**src/rtl/seq_borrow_sub_pkg.sv**
```systemverilog
// Shared ALU definitions for the sequential borrow subtractor: state encoding,
// default geometry and the slice-index width helper.
package seq_borrow_sub_pkg;

    localparam int unsigned DefWidth = 32;
    localparam int unsigned DefSlice = 8;

    typedef enum logic [1:0] {
        StIdle = 2'd0,
        StRun  = 2'd1,
        StDone = 2'd2
    } state_e;

    // A single-slice datapath still needs a 1-bit index register.
    function automatic int unsigned idx_width(input int unsigned nslice);
        return (nslice > 1) ? $clog2(nslice) : 1;
    endfunction

endpackage

```
**src/rtl/decr_slice.sv**
```systemverilog
// SLICE-bit borrow-decrement slice: diff = a - bin, borrow out when a is zero.
// Purely combinational; the decrement counterpart of the adder's increment slice.
module decr_slice
    import seq_borrow_sub_pkg::*;
#(
    parameter int unsigned SLICE = DefSlice
) (
    input  logic [SLICE-1:0] a_i,
    input  logic             bin_i,
    output logic [SLICE-1:0] diff_o,
    output logic             bout_o
);

    assign diff_o = a_i - SLICE'(bin_i);
    assign bout_o = bin_i & (a_i == '0);

endmodule

```
**src/rtl/seq_borrow_sub.sv**
```systemverilog
// Iterative WIDTH-bit subtractor: diff = a - b - bin, one SLICE-bit slice per
// clock, with valid/ready handshakes on operand and result sides.
module seq_borrow_sub
    import seq_borrow_sub_pkg::*;
#(
    parameter int unsigned WIDTH = DefWidth,
    parameter int unsigned SLICE = DefSlice
) (
    input  logic             clk_i,
    input  logic             rst_i,
    input  logic             in_valid_i,
    output logic             in_ready_o,
    input  logic [WIDTH-1:0] a_i,
    input  logic [WIDTH-1:0] b_i,
    input  logic             bin_i,
    output logic             out_valid_o,
    input  logic             out_ready_i,
    output logic [WIDTH-1:0] diff_o,
    output logic             bout_o,
    output logic             busy_o
);

    localparam int unsigned NSLICE = WIDTH / SLICE;
    localparam int unsigned IdxW   = idx_width(NSLICE);
    localparam logic [IdxW-1:0] LastIdx = IdxW'(NSLICE - 1);

    state_e            state_q, state_d;
    logic [WIDTH-1:0]  a_q, a_d;
    logic [WIDTH-1:0]  b_q, b_d;
    logic [WIDTH-1:0]  diff_q, diff_d;
    logic [IdxW-1:0]   idx_q, idx_d;
    logic              borrow_q, borrow_d;
    logic              bout_q, bout_d;

    logic [SLICE-1:0]  a_k, b_k, res_k;
    logic [SLICE:0]    raw;
    logic              dec_bout;
    logic              borrow_nxt;

    assign a_k = a_q[idx_q*SLICE +: SLICE];
    assign b_k = b_q[idx_q*SLICE +: SLICE];
    assign raw = {1'b0, a_k} - {1'b0, b_k};

    decr_slice #(
        .SLICE (SLICE)
    ) u_decr (
        .a_i    (raw[SLICE-1:0]),
        .bin_i  (borrow_q),
        .diff_o (res_k),
        .bout_o (dec_bout)
    );

    // raw borrow implies a nonzero low part, so at most one term is ever set.
    assign borrow_nxt = raw[SLICE] | dec_bout;

    always_comb begin
        state_d  = state_q;
        a_d      = a_q;
        b_d      = b_q;
        diff_d   = diff_q;
        idx_d    = idx_q;
        borrow_d = borrow_q;
        bout_d   = bout_q;
        unique case (state_q)
            StIdle: begin
                if (in_valid_i) begin
                    a_d      = a_i;
                    b_d      = b_i;
                    idx_d    = '0;
                    borrow_d = bin_i;
                    state_d  = StRun;
                end
            end
            StRun: begin
                diff_d[idx_q*SLICE +: SLICE] = res_k;
                borrow_d = borrow_nxt;
                idx_d    = idx_q + IdxW'(1);
                if (idx_q == LastIdx) begin
                    bout_d  = borrow_nxt;
                    state_d = StDone;
                end
            end
            StDone: begin
                if (out_ready_i) begin
                    state_d = StIdle;
                end
            end
            default: state_d = StIdle;
        endcase
    end

    always_ff @(posedge clk_i or posedge rst_i) begin
        if (rst_i) begin
            state_q  <= StIdle;
            a_q      <= '0;
            b_q      <= '0;
            diff_q   <= '0;
            idx_q    <= '0;
            borrow_q <= 1'b0;
            bout_q   <= 1'b0;
        end else begin
            state_q  <= state_d;
            a_q      <= a_d;
            b_q      <= b_d;
            diff_q   <= diff_d;
            idx_q    <= idx_d;
            borrow_q <= borrow_d;
            bout_q   <= bout_d;
        end
    end

    assign in_ready_o  = (state_q == StIdle);
    assign out_valid_o = (state_q == StDone);
    assign busy_o      = (state_q == StRun) || (state_q == StDone);
    assign diff_o      = diff_q;
    assign bout_o      = bout_q;

endmodule
```
**config.mk**
```make
export PLATFORM = sky130hd
export DESIGN_NAME = seq_borrow_sub
export DESIGN_NICKNAME = d
export VERILOG_FILES = /design/src/rtl/seq_borrow_sub_pkg.sv /design/src/rtl/decr_slice.sv /design/src/rtl/seq_borrow_sub.sv
export SDC_FILE = /design/constraint.sdc
export NUM_CORES = 1
export LEC_CHECK = 0
export ABC_AREA = 1
export BUFFER_PORTS_ARGS = -buffer_cell sky130_fd_sc_hd__buf_2
export CORE_UTILIZATION = 50
export DETAILED_ROUTE_END_ITERATION = 16
export HOLD_SLACK_MARGIN = 0.15
export PLACE_DENSITY = 0.74
export SYNTH_ARGS = -nofsm -noshare
export SYNTH_HDL_FRONTEND = slang
export SYNTH_SLANG_ARGS = --single-unit
```
**constraint.sdc**
```tcl
create_clock -name clk_i -period 6.8 [get_ports clk_i]
set_input_delay 0.34 -clock clk_i [delete_from_list [all_inputs] [get_ports clk_i]]
set_output_delay 0.34 -clock clk_i [all_outputs]
set_load 0.02 [all_outputs]
```
==> metrics.cfg, run 1 <==
[place]
place_hpwl_um=8984
gp_congestion=0.8354
portBuffers=104

[finish]
nNetsFinal=834
final_common_cell=nand2_1
syn_to_final_growth_pct=16.22
drive_gt1_frac=0.1925
n_antenna_cell=0
final_cell_mix=nand2_1 (278), buf_2 (104), dfrtp_1 (102)

[routing]
vias=4532
drc=0
dr.pass1.iters=4
drt_iter0_markers=162
ant_nets=0
wl_per_cell_um=13.88
routed_wl_um=12230
vias_per_cell=5.144

[sta]
slew_headroom=0.3326
hold_viol=0
maxSlewViolCount=0
fin_crit_sh=0.5111
clock_skew_ns=0.009504
worst_slew_pin_slew_ns=0.9997
final.setup.tns_ns=0
rsz0062_at_grt=false
fin_crit_ns=3.476
setup_viol=0
fmax_mhz=287.7

[grt]
grt_max_degree=72
grt_pass1_wl_um=20190
grt_overflow=0
track_usage=0.2452
antenna_found_initial=0
grt_pass1_vias=4369

[clock_tree]
cts_hold_buf=1
clock_path_buffers=2
h-tree-depth=3
cts-root-buf=clkbuf_8
clk_pin_slew_ns=0.10
cts_tree=done
cts_made_buffers=9
worstSkewPairLatency_ns=0.37
cts_setup_buffers=0
cts_sinks=102
cts.repair.resized=0

[worst_setup_path]
path_max_fanout=23
criticalPathCategory=reg2reg
crit_arrival_ns=3.77
critical_path.endpoint_type=flip-flop
required_ns=7.10
cp-start-kind=flip-flop

[run_status]
outcome=finished, final reports clean

[yosys]
synth_largest_area_cell=dfrtp_1
ys_ff_latch=102
seq_area_frac_synth=0.5006
yosysWarnings=0
synthTopCellsByArea=dfrtp_1 (50%), nand2_1 (21%), ha_1 (4.7%)
syn_area_mm2=0.005099
netlist_instances=652
synth_top_area_share=0.5006
synth_fp_nets=741
synth.distinct_cells=28
synth.avg_cell_area_um2=7.820

[die]
dieArea_mm2=0.01060
num_io_pins=105
core_area_mm2=0.009819
start_util=0.5192
num_rows=36
die_x_um=103.0
die_h_um=103.0

[flow_run]
maxCapViolations=0

[hold_path]
hp-class=in2reg

==> cell type report <==
| type | count | area, um^2 |
|---|---|---|
| inverters | 42 | 160.2 |
| repair buffers | 108 | 553.0 |
| multi-input cells | 482 | 2286 |
| fillers | 948 | 3894 |
| clock inverters | 5 | 83.83 |
| flip-flops and latches | 102 | 2552 |
| clock buffers | 9 | 123.9 |
| well taps | 133 | 166.4 |
==> cell usage after synthesis (all sizes together) <==
master and instances:
dfrtp 102, clkbuf 20, nand4 3, ha 19, a21oi 16, o21ai 49
o221ai 1, a32oi 2, buf 6, nor3 1, nor4 1, or2 2
a21boi 1, inv 42, nand3 27, a32o 2, xnor2 1, o22ai 8
fa 1, nand2 287, nor2 53, a22o 8
==> per-stage QoR <==
step	cell area (um^2)	hold slack (ns)	worst slack, ns	instances	util
6_report	5926	0.1553	3.324	881	0.6035
5_1_grt	5926	0.1649	3.066	881	0.6035
4_1_cts	5926	0.1581	3.344	881	0.6035
3_5_place_dp	5708	0.4494	3.369	866	0.5813
3_3_place_gp	5708	0.4473	3.540	866	0.5813
2_1_floorplan	5099	0.4436	3.785	652	-
==> metal layers <==
| metal | vias to the layer above | GRT usage | wire length (um) |
|---|---|---|---|
| li1 | 2254 | - | - |
| met1 | 2134 | 0.3007 | 5433 |
| met2 | 122 | 0.4390 | 6013 |
| met3 | 22 | 0.04475 | 569 |
| met4 | 0 | 0.07476 | 211 |
| met5 | - | 0 | 0 |
==> critical path, cell delays in order (launching register included) <==
cell	delay (ns)
dfrtp_1	0.65
inv_1	0.47
a32o_1	0.40
ha_1	0.22
fa_1	0.54
ha_1	0.17
a21boi_1	0.25
nand2_1	0.10
nor2_2	0.12
nand3_1	0.11
nand2_2	0.11
nand3_2	0.10
o21ai_2	0.14
==> cells by family (layout without fill, tap and decap cells) <==
kind of cell,Yosys count,after routing,synth area share
xor gates and xnor gates,1,1,0.001718
and+or+nand+nor,374,374,0.2962
DFF,102,102,0.5006
adders and majority gates,20,20,0.05055
buffers and inverters,68,164,0.05153
AOI/OAI and AO/OA,87,87,0.09939
==> state kept, by name, summed over array words and instances (netlist names) <==
| name | count |
|---|---|
| idx_q | 2 |
| diff_o | 32 |
| bout_o | 1 |
| borrow_q | 1 |
| state_q | 2 |
| b_q | 32 |
| a_q | 32 |
==> worst paths after layout <==
kind	startpoint	to	slack (ns)	cells after the start
setup / recovery	idx_q[1]	diff_o[14]	3.32	12
hold / removal	a_i[29]	a_q[29]	0.16	3
setup reg to reg	idx_q[1]	diff_o[14]	3.32	12
hold reg to reg	b_q[19]	b_q[19]	0.48	2
max in group asynchronous	rst_i	b_q[15]	5.12	4
min in group asynchronous	rst_i	idx_q[0]	0.58	3
Power of run 1 is not shown: default switching activity piles up to over one toggle a cycle in this logic, so the estimate is an artifact.
==> run 2, diff against run 1 <==
Settings changed: PLACE_DENSITY 0.74 to 0.77.
Clock period 6.8 ns to 3.12 ns, I/O delays scaled along.
==> metrics.cfg, run 2 (synthesis gave the netlist of run 1 again) <==
[clock_tree]
cts_sinks=102  ; unchanged
cts_tree=done  ; unchanged
worstSkewPairLatency_ns=0.39  ; was 0.37 ns
cts-root-buf=clkbuf_8  ; unchanged
clock_path_buffers=2  ; unchanged
h-tree-depth=3  ; unchanged
cts_made_buffers=9  ; unchanged
clk_pin_slew_ns=0.10  ; about the same

[run_status]
outcome=finished, final reports clean  ; unchanged

[routing]
drc=0  ; unchanged
vias=4933  ; was 4,532
vias_per_cell=5.155  ; was 5.144
routed_wl_um=13500  ; was 12,230 um
ant_nets=0  ; unchanged
dr.pass1.iters=5  ; was 4
wl_per_cell_um=14.11  ; was 13.88 um
drt_iter0_markers=381  ; was 162

[die]
start_util=0.5192  ; unchanged
num_io_pins=105  ; unchanged
num_rows=36  ; unchanged
die_x_um=103.0  ; unchanged
die_h_um=103.0  ; unchanged
dieArea_mm2=0.01060  ; unchanged
core_area_mm2=0.009819  ; unchanged

[grt]
grt_pass1_wl_um=21740  ; was 20,190 um
antenna_found_initial=0  ; unchanged
grt_max_degree=72  ; unchanged
grt_pass1_vias=4652  ; was 4,369
grt_overflow=0  ; unchanged
track_usage=0.2695  ; was 0.2452

[flow_run]
maxCapViolations=0  ; unchanged

[finish]
drive_gt1_frac=0.1942  ; was 0.1925
final_cell_mix=nand2_1 (278), buf_2 (104), dfrtp_1 (101)  ; was nand2_1 (278), buf_2 (104), dfrtp_1 (102)
nNetsFinal=908  ; was 834
n_antenna_cell=0  ; unchanged
syn_to_final_growth_pct=31.58  ; was 16.22%
final_common_cell=nand2_1  ; unchanged

[hold_path]
hp-class=in2reg  ; unchanged
hold_start=out_ready_i  ; was a_i[29]

[worst_setup_path]
rrSetupSlack_ns=0.27  ; was 3.32 ns
required_ns=3.44  ; was 7.10 ns
criticalPathCategory=reg2reg  ; unchanged
path_max_fanout=27  ; was 23
critical_path.endpoint_type=flip-flop  ; unchanged
crit_start=idx_q[0]  ; was idx_q[1]
cp-start-kind=flip-flop  ; unchanged
crit_arrival_ns=3.17  ; was 3.77 ns
timing.rr.start=idx_q[0]  ; was idx_q[1]

[pwr]
power_density_mw_per_mm2=1255
irDropWorstVdd_mv=0.6574
p_leak_nw=3.592

[place]
portBuffers=104  ; unchanged
place_hpwl_um=8807  ; was 8984 um
gp_congestion=0.8725  ; was 0.8354
dpl_worst_slack_ns=0.07642  ; was 3.369 ns

[sta]
slew_headroom=0.3192  ; was 0.3326
setup_viol=0  ; unchanged
worst_slew_pin_slew_ns=1.021  ; was 0.9997 ns
fmax_mhz=350.4  ; was 287.7 MHz
rsz0062_at_grt=false  ; unchanged
fin_ws_ns=0.2661  ; was 3.324 ns
fin_crit_sh=0.9147  ; was 0.5111
fin_crit_ns=2.854  ; was 3.476 ns
clock_skew_ns=0.01558  ; was 0.009504 ns
final.setup.tns_ns=0  ; unchanged
hold_viol=0  ; unchanged
holdWs_ns=0.2171  ; was 0.1553 ns
maxSlewViolCount=0  ; unchanged

==> run 2: cell count changes in the layout (fill, tap and decap cells not counted), moves of 2 or more <==
cell,change
inv_1,-2
buf_4,+5
clkinvlp_4,+2
clkinv_4,+2
buf_12,+2
inv_8,+2
dlygate4sd3_1,+65
==> run 2: worst max-delay path, cell delays in order (launching register included) <==
cell,delay [ns]
dfrtp_2,0.47
buf_12,0.19
nand2_1,0.07
a32o_1,0.26
ha_1,0.23
fa_1,0.55
ha_1,0.19
a21boi_2,0.20
nand2_1,0.08
nor2_2,0.12
nand3_1,0.10
nand2_2,0.11
nand3_2,0.10
o21ai_2,0.13
==> run 2: what timing repair did <==
item                                    in CTS  in global routing
endpoints found under the setup margin       0                 17
hold buffers                                66                  0
endpoints found under the hold margin      114                  0
buffers inserted                             0                  3
gates resized for setup                      0                  6
==> run 2: final cells by class <==
cell class | instances | area (um^2)
clock inverter | 6 | 77.57
inverter | 42 | 167.7
timing repair inverter | 1 | 7.507
clock buffer | 10 | 137.6
sequential | 102 | 2554
fill | 816 | 3110
multi-input combinational | 482 | 2292
tap | 133 | 166.4
timing repair buffer | 181 | 1306
==> run 2: worst paths after layout <==
path	end	cells after the start
setup / recovery	diff_o[30]	13
hold / removal	state_q[1]	4
setup reg to reg	diff_o[30]	13
hold reg to reg	a_q[20]	2
max in group asynchronous	idx_q[0]	4
min in group asynchronous	state_q[0]	3
==> run 2: stage by stage <==
step	cell area [um^2]	power [mW]	instances	utilization
final	6709	8.421	957	0.6832
after global routing	6709	9.188	957	0.6832
after CTS	6639	8.222	952	0.6761
after detailed placement	5763	7.245	870	0.5869
after global placement	5763	7.053	870	0.5869
after floorplan	5099	5.945	652	-
==> run 2: metal layers <==
metal / global-route usage / vias up / wire length [um]
met5: 0 / - / 0
met4: 0.08451 / 0 / 303
met3: 0.05424 / 27 / 713
met2: 0.4513 / 177 / 6650
met1: 0.3536 / 2325 / 5834
li1: - / 2404 / -
==> run 2: where the power goes <==
| part | total [mW] | internal [mW] | switching, mW | leakage [nW] |
|---|---|---|---|---|
| clock | 0.892 | 0.406 | 0.486 | 0.107 |
| combinational | 5.26 | 1.79 | 3.47 | 2.18 |
| sequential | 2.27 | 1.91 | 0.362 | 1.30 |
| total | 8.42 | 4.10 | 4.32 | 3.59 |
No activity file was read; power rests on OpenSTA's default activity.
==> run 3, diff against run 2 <==
Settings changed: PLACE_DENSITY 0.77 to not set, PLACE_DENSITY_LB_ADDON set to 0.1.
==> metrics.cfg, run 3 (synthesis gave the netlist of run 1 again) <==
[sta]
final.setup.tns_ns=0  ; unchanged
setup_viol=0  ; unchanged
slew_headroom=0.2931  ; was 0.3192
fin_crit_ns=2.818  ; was 2.854 ns
clock_skew_ns=0.01035  ; was 0.01558 ns
worst_slew_pin_slew_ns=1.060  ; was 1.021 ns
hold_viol=0  ; unchanged
fin_crit_sh=0.9033  ; was 0.9147
fin_ws_ns=0.3017  ; was 0.2661 ns
holdWs_ns=0.2386  ; was 0.2171 ns
fmax_mhz=354.8  ; was 350.4 MHz
maxSlewViolCount=0  ; unchanged

[finish]
final_cell_mix=nand2_1 (279), buf_2 (104), dfrtp_1 (101)  ; was nand2_1 (278), buf_2 (104), dfrtp_1 (101)
nNetsFinal=906  ; was 908
utilization=0.6765  ; was 0.6832
n_antenna_cell=0  ; unchanged
drive_gt1_frac=0.1898  ; was 0.1942
nFillCells=872  ; was 816
final_common_cell=nand2_1  ; unchanged
syn_to_final_growth_pct=30.28  ; was 31.58%

[flow_run]
maxCapViolations=0  ; unchanged

[die]
die_x_um=103.0  ; unchanged
dieArea_mm2=0.01060  ; unchanged
num_io_pins=105  ; unchanged
num_rows=36  ; unchanged
die_h_um=103.0  ; unchanged
core_area_mm2=0.009819  ; unchanged
start_util=0.5192  ; unchanged

[clock_tree]
worstSkewPairLatency_ns=0.37  ; was 0.39 ns
cts_sinks=102  ; unchanged
clock_path_buffers=2  ; unchanged
cts_made_buffers=9  ; unchanged
clk_pin_slew_ns=0.10  ; about the same
h-tree-depth=3  ; unchanged
cts_tree=done  ; unchanged
cts-root-buf=clkbuf_8  ; unchanged

[worst_setup_path]
cp_slowest_stage_delay_ns=0.42  ; was 0.55 ns
cp_num_buf_inv=2  ; was 1
timing.rr.start=idx_q[1]  ; was idx_q[0]
slowest_stage=dfrtp_1  ; was fa_1
crit_top_cell=nand2_1
crit_start=idx_q[1]  ; was idx_q[0]
crit_family=simple AND/OR/NAND/NOR gates  ; was adder cells
critical_path.endpoint_type=flip-flop  ; unchanged
path_max_fanout=14  ; was 27
cp-start-kind=flip-flop  ; unchanged
path_cells=clkinvlp_4, a32o_1, ha_1, fa_1, inv_1, nand2_1, nand2_1, nand2_2, nor2_4, nand2_1, nor2_1, nor2_1, nor2_1, nor2_2, nand3_1, nand2_1  ; was buf_12, nand2_1, a32o_1, ha_1, fa_1, ha_1, a21boi_2, nand2_1, nor2_2, nand3_1, nand2_2, nand3_2, o21ai_2
required_ns=3.38  ; was 3.44 ns
criticalPathCategory=reg2reg  ; unchanged
crit_arrival_ns=3.07  ; was 3.17 ns

[routing]
vias_per_cell=5.030  ; was 5.155
routed_wl_um=13150  ; was 13,500 um
wl_per_cell_um=13.77  ; was 14.11 um
wl_met3_um=556  ; was 713 um
ant_nets=0  ; unchanged
dr.pass1.iters=5  ; unchanged
wl_met2_um=6378  ; was 6650 um
drt_iter0_markers=253  ; was 381
drc=0  ; unchanged
dr.max_layer_used=met4  ; unchanged
vias=4804  ; was 4,933
met1Wirelength_um=5751  ; was 5834 um

[hold_path]
hold_start=out_ready_i  ; unchanged
hp-class=in2reg  ; unchanged

[grt]
antenna_found_initial=0  ; unchanged
track_usage=0.2677  ; was 0.2695
grt_pass1_vias=4604  ; was 4,652
grt_overflow=0  ; unchanged
grt_max_degree=72  ; unchanged
grt_pass1_wl_um=21690  ; was 21,740 um

[pwr]
irDropWorstVdd_mv=0.5937  ; was 0.6574 mV
power_density_mw_per_mm2=1238  ; was 1255 mW/mm^2
p_leak_nw=3.555  ; was 3.592 nW

[place]
place_hpwl_um=8966  ; was 8807 um
dpl_worst_slack_ns=0.2494  ; was 0.07642 ns
portBuffers=104  ; unchanged
gp_congestion=0.9304  ; was 0.8725

[run_status]
outcome=finished, final reports clean  ; unchanged

## run 3: layout make-up
cell class | count | area [um^2] | share of cell area
Clock buffer | 10 | 127.6 | 0.01921
Clock inverter | 6 | 62.56 | 0.009418
Inverter | 42 | 167.7 | 0.02524
Multi-Input combinational cell | 482 | 2291 | 0.3449
Sequential cell | 102 | 2554 | 0.3844
Tap cell | 133 | 166.4 | 0.02505
Timing Repair Buffer | 179 | 1269 | 0.1910
Timing Repair inverter | 1 | 5.005 | 0.0007534
## run 3: through the flow
step | cells | instance area, um^2 | power [mW]
3_3_place_gp | 870 | 5748 | 7.149
4_1_cts | 952 | 6599 | 8.129
5_1_grt | 955 | 6643 | 9.089
6_report | 955 | 6643 | 8.222
3_5_place_dp | 870 | 5748 | 7.240
2_1_floorplan | 652 | 5099 | 5.945
## run 3: worst paths after layout
kind                              endpoint  slack (ns)  depth (start not counted)
max in group asynchronous         idx_q[0]        2.01                          4
worst max-delay path            diff_o[29]        0.30                         16
min in group asynchronous        diff_o[9]        0.38                          3
worst min-delay path            state_q[1]        0.24                          4
worst max register to register  diff_o[29]        0.30                         16
worst min register to register     b_q[22]        0.48                          2
## run 3: per-layer routing
| layer | GRT usage | vias to the layer above |
|---|---|---|
| li1 | - | 2406 |
| met1 | 0.3498 | 2208 |
| met2 | 0.4390 | 156 |
| met3 | 0.03458 | 34 |
| met4 | 0.1354 | 0 |
| met5 | 0 | - |
## run 3: timing repair
action | in CTS | in global routing
endpoints found under the hold margin | 111 | 0
gates resized for setup | 0 | 7
buffers inserted | 0 | 2
setup endpoints to repair | 0 | 18
hold buffers | 66 | 0
## run 3: tightest hold or removal path: stages
cell and delay (ns):
buf_2 0.08, o221ai_1 0.17, nand2_1 0.09, o21ai_0 0.07
## run 3: where the power goes
part / leakage, nW / total [mW] / internal, mW / switching, mW
clock network: 0.0883 / 0.816 / 0.368 / 0.448
logic: 2.16 / 5.13 / 1.74 / 3.38
registers: 1.30 / 2.28 / 1.91 / 0.369
